===== src/rtl/baccarat_pkg.sv =====
// Shared card/rank types and helpers for the baccarat hand datapath.
package baccarat_pkg;

  typedef logic [3:0] rank_t;

  localparam rank_t RANK_EMPTY = 4'd0;
  localparam rank_t RANK_MAX   = 4'd13;
  localparam rank_t FACE_MIN   = 4'd10;

  localparam logic [1:0] LIGHTS_NONE   = 2'b00;
  localparam logic [1:0] LIGHTS_DEALER = 2'b01;
  localparam logic [1:0] LIGHTS_PLAYER = 2'b10;
  localparam logic [1:0] LIGHTS_TIE    = 2'b11;

  // Tens and face cards count as zero, as does an empty slot.
  function automatic rank_t card_value(input rank_t r);
    if (r == RANK_EMPTY || r >= FACE_MIN) return 4'd0;
    return r;
  endfunction

  function automatic logic rank_valid(input rank_t r);
    return (r != RANK_EMPTY) && (r <= RANK_MAX);
  endfunction

endpackage


===== src/rtl/score_hand.sv =====
// Combinational three-card baccarat score (sum of card values mod 10).
module score_hand
  import baccarat_pkg::*;
(
  input  rank_t       card1_i,
  input  rank_t       card2_i,
  input  rank_t       card3_i,
  output logic [3:0]  score_o
);

  logic [4:0] sum;

  // Max sum is 27, so at most two tens need to come off.
  always_comb begin
    sum = {1'b0, card_value(card1_i)} + {1'b0, card_value(card2_i)} + {1'b0, card_value(card3_i)};
    if (sum >= 5'd20)      score_o = 4'(sum - 5'd20);
    else if (sum >= 5'd10) score_o = 4'(sum - 5'd10);
    else                   score_o = sum[3:0];
  end

endmodule


===== src/rtl/card_datapath.sv =====
// Card capture, hand scoring and round-outcome tally feeding the round controller.
module card_datapath
  import baccarat_pkg::*;
#(
  parameter int TALLY_W = 8
) (
  input  logic               slow_clock,
  input  logic               resetb,
  input  rank_t              new_card,
  input  logic               load_pcard1,
  input  logic               load_pcard2,
  input  logic               load_pcard3,
  input  logic               load_dcard1,
  input  logic               load_dcard2,
  input  logic               load_dcard3,
  input  logic               player_win_light,
  input  logic               dealer_win_light,
  output rank_t              pcard1,
  output rank_t              pcard2,
  output rank_t              pcard3,
  output rank_t              dcard1,
  output rank_t              dcard2,
  output rank_t              dcard3,
  output rank_t              pcard3_out,
  output logic [3:0]         pscore,
  output logic [3:0]         dscore,
  output logic [TALLY_W-1:0] p_wins,
  output logic [TALLY_W-1:0] d_wins,
  output logic [TALLY_W-1:0] ties,
  output logic [TALLY_W-1:0] rounds,
  output logic               card_err
);

  typedef logic [TALLY_W-1:0] tally_t;

  function automatic tally_t sat_inc(input tally_t c);
    return (c == '1) ? c : c + TALLY_W'(1);
  endfunction

  logic [2:0][3:0] pslot_q, pslot_d, dslot_q, dslot_d;
  logic [2:0]      p_ld, d_ld;
  logic            err_q, err_d;
  logic [1:0]      lights, lights_prev_q;
  logic            card_ok, any_load, round_evt;
  tally_t          p_wins_q, p_wins_d, d_wins_q, d_wins_d;
  tally_t          ties_q, ties_d, rounds_q, rounds_d;

  assign p_ld   = {load_pcard3, load_pcard2, load_pcard1};
  assign d_ld   = {load_dcard3, load_dcard2, load_dcard1};
  assign lights = {player_win_light, dealer_win_light};

  always_comb begin
    card_ok   = rank_valid(new_card);
    any_load  = |{p_ld, d_ld};
    pslot_d   = pslot_q;
    dslot_d   = dslot_q;
    // An invalid rank is ignored entirely, so it cannot start a new hand either.
    if (card_ok) begin
      if (load_pcard1) begin
        pslot_d[1] = RANK_EMPTY;
        pslot_d[2] = RANK_EMPTY;
        dslot_d    = '0;
      end
      for (int i = 0; i < 3; i++) begin
        if (p_ld[i]) pslot_d[i] = new_card;
        if (d_ld[i]) dslot_d[i] = new_card;
      end
    end
    err_d = err_q | (any_load & ~card_ok);

    round_evt = (lights_prev_q == LIGHTS_NONE) && (lights != LIGHTS_NONE);
    p_wins_d  = p_wins_q;
    d_wins_d  = d_wins_q;
    ties_d    = ties_q;
    rounds_d  = rounds_q;
    if (round_evt) begin
      rounds_d = sat_inc(rounds_q);
      case (lights)
        LIGHTS_TIE:    ties_d   = sat_inc(ties_q);
        LIGHTS_PLAYER: p_wins_d = sat_inc(p_wins_q);
        LIGHTS_DEALER: d_wins_d = sat_inc(d_wins_q);
        default:       ;
      endcase
    end
  end

  always_ff @(posedge slow_clock) begin
    if (!resetb) begin
      pslot_q       <= '0;
      dslot_q       <= '0;
      err_q         <= 1'b0;
      lights_prev_q <= LIGHTS_NONE;
      p_wins_q      <= '0;
      d_wins_q      <= '0;
      ties_q        <= '0;
      rounds_q      <= '0;
    end else begin
      pslot_q       <= pslot_d;
      dslot_q       <= dslot_d;
      err_q         <= err_d;
      lights_prev_q <= lights;
      p_wins_q      <= p_wins_d;
      d_wins_q      <= d_wins_d;
      ties_q        <= ties_d;
      rounds_q      <= rounds_d;
    end
  end

  score_hand u_player (
    .card1_i (pslot_q[0]),
    .card2_i (pslot_q[1]),
    .card3_i (pslot_q[2]),
    .score_o (pscore)
  );

  score_hand u_dealer (
    .card1_i (dslot_q[0]),
    .card2_i (dslot_q[1]),
    .card3_i (dslot_q[2]),
    .score_o (dscore)
  );

  assign pcard1     = pslot_q[0];
  assign pcard2     = pslot_q[1];
  assign pcard3     = pslot_q[2];
  assign pcard3_out = pslot_q[2];
  assign dcard1     = dslot_q[0];
  assign dcard2     = dslot_q[1];
  assign dcard3     = dslot_q[2];
  assign card_err   = err_q;
  assign p_wins     = p_wins_q;
  assign d_wins     = d_wins_q;
  assign ties       = ties_q;
  assign rounds     = rounds_q;

endmodule


===== config.mk =====
export PLATFORM = sky130hd
export DESIGN_NAME = card_datapath
export DESIGN_NICKNAME = d
export VERILOG_FILES = /design/src/rtl/baccarat_pkg.sv /design/src/rtl/score_hand.sv /design/src/rtl/card_datapath.sv
export SDC_FILE = /design/constraint.sdc
export NUM_CORES = 1
export LEC_CHECK = 0
export BUFFER_PORTS_ARGS = -buffer_cell sky130_fd_sc_hd__buf_2
export CAP_MARGIN = 20
export CORE_MARGIN = 1
export CORE_UTILIZATION = 58
export DETAILED_ROUTE_END_ITERATION = 6
export HOLD_SLACK_MARGIN = 0.06
export PLACE_DENSITY = 0.93
export SLEW_MARGIN = 20
export SYNTH_ARGS = -nofsm -noshare
export SYNTH_HDL_FRONTEND = slang
export SYNTH_HIERARCHICAL = 1
export SYNTH_SLANG_ARGS = --single-unit

===== constraint.sdc =====
create_clock -name slow_clock -period 7.35 [get_ports slow_clock]
set_input_delay 1.47 -clock slow_clock [delete_from_list [all_inputs] [get_ports slow_clock]]
set_output_delay 1.47 -clock slow_clock [all_outputs]
set_load 0.05 [all_outputs]

==> impl_metrics.yaml <==
drt:
  drt_iter0_markers: 167
  wire_per_inst_um: 15.3
  drtAntennaViolNets: 0
  first_pass_iters: 4
  via_count: 3367
  drc_errors: 0
  wirelength_um: 8390
  viasPerCell: 6.12
synth:
  syn_area_per_cell_um2: 8.88
  synthArstFlopShare_pct: 0
  syn-cell-area_um2: 3530
  yosys.cell_types.count: 56
  synth_seq_cells: 59
  ys_seq_area_share_pct: 33.5
  syn_inst: 397
  ys_top_cells_by_area: "dfxtp_1 (33%), fa_1 (5.7%), ha_1 (5.7%), a32oi_1 (4.0%), a21oi_1 (3.8%)"
  synth_warnings: 6
  yosysTopAreaCell: "dfxtp_1"
  synth_ff_type: "dfxtp_1"
  synth_most_common_cell: "dfxtp_1"
  synth_top_area_share_pct: 33.5
  synth_edf_count: 0
  synthTopCellsByCount: "dfxtp_1 (59), nor2_1 (35), a21oi_1 (27)"
  synth_nets: 437
global_route:
  grt_usage_pct: 27.0
  antenna_found_initial: 0
  grt_pass1_vias: 3064
  grt_pass1_wl_um: 13400
  grt_max_degree: 56
  grt_use_met1_pct: 30.1
  grt-busiest-layer: "met2"
  grt-ovfl-total: 0
  groute.layer.met2.usage_pct: 47.8
  grt_use_met3_pct: 7.54
timing:
  rsz0062_at_grt: "no"
  clock_skew_ps: 9.62
  setup_viol: 0
  tightest_slew_ps: 954
  slew_headroom_pct: 36.3
  finalSetupTns_ps: 0
  hold_viol_final: 0
  max_clock_freq_mhz: 191
  min_period_ps: 5230
  slew_violations: 0
  timing.final.crit_share_pct: 71.2
cells_and_area:
  stdcell_area_um2: 4070
  area_growth_pct: 15.4
  drive_above_1_share_pct: 25.3
  antennaDiodeCount: 0
  final_util_pct: 69.2
  fin_nets: 510
placement:
  dpl.hpwl_um: 6000
  gp_congestion: 0.850
  dpl_cell_area_um2: 3910
  place.port_buffers: 82
worst_hold_path:
  worstHoldPathType: "reg2reg"
pwr:
  p_per_area_nw_per_um2: 208
  peakVddDrop_mv: 0.151
  finalPower_w: 0.000846
  power_leakage_nw: 1.80
clock_network:
  htree_levels: 3
  post_cts_buffers: 0
  cts_root_buffer: "clkbuf_8"
  numCtsBuffers: 9
  clock_sinks: 59
  cts_tree: "built"
  cts-resized-gates: 0
  clk_pin_slew_ps: 60
  holdBufCountCts: 0
  clock_path_buffers: 2
  clock_latency_ps: 330
critical_path:
  reg2reg_depth: 5
  worstPathMaxFanout: 6
  cp-start-kind: "register"
  cp_slowest_cell: "or3_2"
  reg2reg_from: "p_wins[0]"
  crit_end: "dscore[2]"
  cp.depth: 13
  r2r_slack_ps: 5400
  max_stage_delay_ps: 430
  cp_cell_sequence: "o21ai_0 -> and2_1 -> fa_1 -> ha_1 -> fa_1 -> xor2_2 -> inv_2 -> ha_1 -> nor3b_1 -> or3_2 -> o21ai_0 -> o22ai_1 -> buf_2"
  worst-setup-path-type: "reg2out"
  critPathTopFamily: "adder cells"
  required_ps: 5880
  critPathBufInv: 2
  endpoint_kind: "primary output"
  critical_path_arrival_ps: 3760
  crit_path_start: "dcard1[3]"
  worstReg2RegEnd: "p_wins[1]"
die:
  die_area_um2: 6400
  die_x_um: 80.0
  ios: 83
  core_um2: 5890
  die_h_um: 80.0
  start_util_pct: 59.9
  rows: 28
outcome:
  outcome: "finished clean"
job:
  drv_cap: 0
through the flow:
| stage | hold WS, ps | setup WS (ps) | std cells |
|---|---|---|---|
| final | 489 | 2120 | 550 |
| after global routing | 515 | 1960 | 550 |
| after CTS | 491 | 2170 | 550 |
| after detailed placement | 474 | 2530 | 534 |
| after global placement | 457 | 2670 | 534 |
| after floorplan | 555 | 2180 | 397 |
per-layer routing:
layer	share of wire (%)	vias up	wire length, um
met4	2.0	0	165
met1	41	1573	3470
met2	50	147	4160
met3	7.1	20	595
met5	0	-	0
li1	-	1627	-
where the power goes:
part / internal [W] / switching, W / total, W
logic: 0.0000776 / 0.000180 / 0.000257
clock network: 0.000120 / 0.000125 / 0.000246
registers: 0.000331 / 0.0000123 / 0.000343
total: 0.000529 / 0.000317 / 0.000846
flip-flops by register name (all words and copies together), names as in the netlist:
signal,cells
card_err,1
d_wins,8
pcard3,4
rounds,8
lights_prev_q,2
dcard2,4
dcard3,4
dcard1,4
ties,8
pcard1,4
p_wins,8
pcard2,4
worst register-to-register path, stage by stage, from the launching register on:
cell,delay [ps]
dfxtp_1,390
ha_1,220
nand3_1,90
o2111ai_1,780
mux2i_1,260
nor2_1,60
cell families after synthesis:
group                    synth area share (%)
AND/OR/NAND/NOR                          25.3
buffers and inverters                    4.75
multiplexers                             1.70
XOR/XNOR                                 2.66
flip-flops                               33.5
adder cells (fa/ha/maj)                  11.4
AO/OA/AOI/OAI                            20.8
layout by cell type (no fill, tap or decap), types with 3 or more instances in the layout:
cell type and count:
inv_1 9, nor2_1 35, ha_1 16, o211ai_1 11
o21ai_0 22, or3_1 5, xor2_1 7, and2_1 9
nor2b_1 12, clkbuf_8 9, nor4_1 5, nand3_1 23
fa_1 10, o31ai_1 7, or4_1 9, a21oi_1 27
and3_1 3, mux2i_1 6, inv_2 3, nand4_1 8
and2_4 3, nand2_1 24, a32oi_1 16, dfxtp_1 59
buf_2 82, clkinv_2 3, nor3b_1 8
worst min-delay path by stage:
stage,cells past startpoint,startpoint,slack (ps),endpoint
after floorplan,2,lights_prev_q[1],550,d_wins[2]
after global placement,2,card_err,460,card_err
after detailed placement,2,card_err,470,card_err
after CTS,2,card_err,490,card_err
after global routing,2,pcard1[0],510,pcard1[0]
final,2,pcard1[0],490,pcard1[0]
final cells by class:
type,instances,area (um^2)
tap,75,93.8
clock inverter,5,30.0
sequential,59,1180
clock buffer,11,131
multi-input combinational,306,2180
fill,471,1820
timing repair buffer,82,410
inverter,12,45.0
Power figures use the tool's default switching activity.
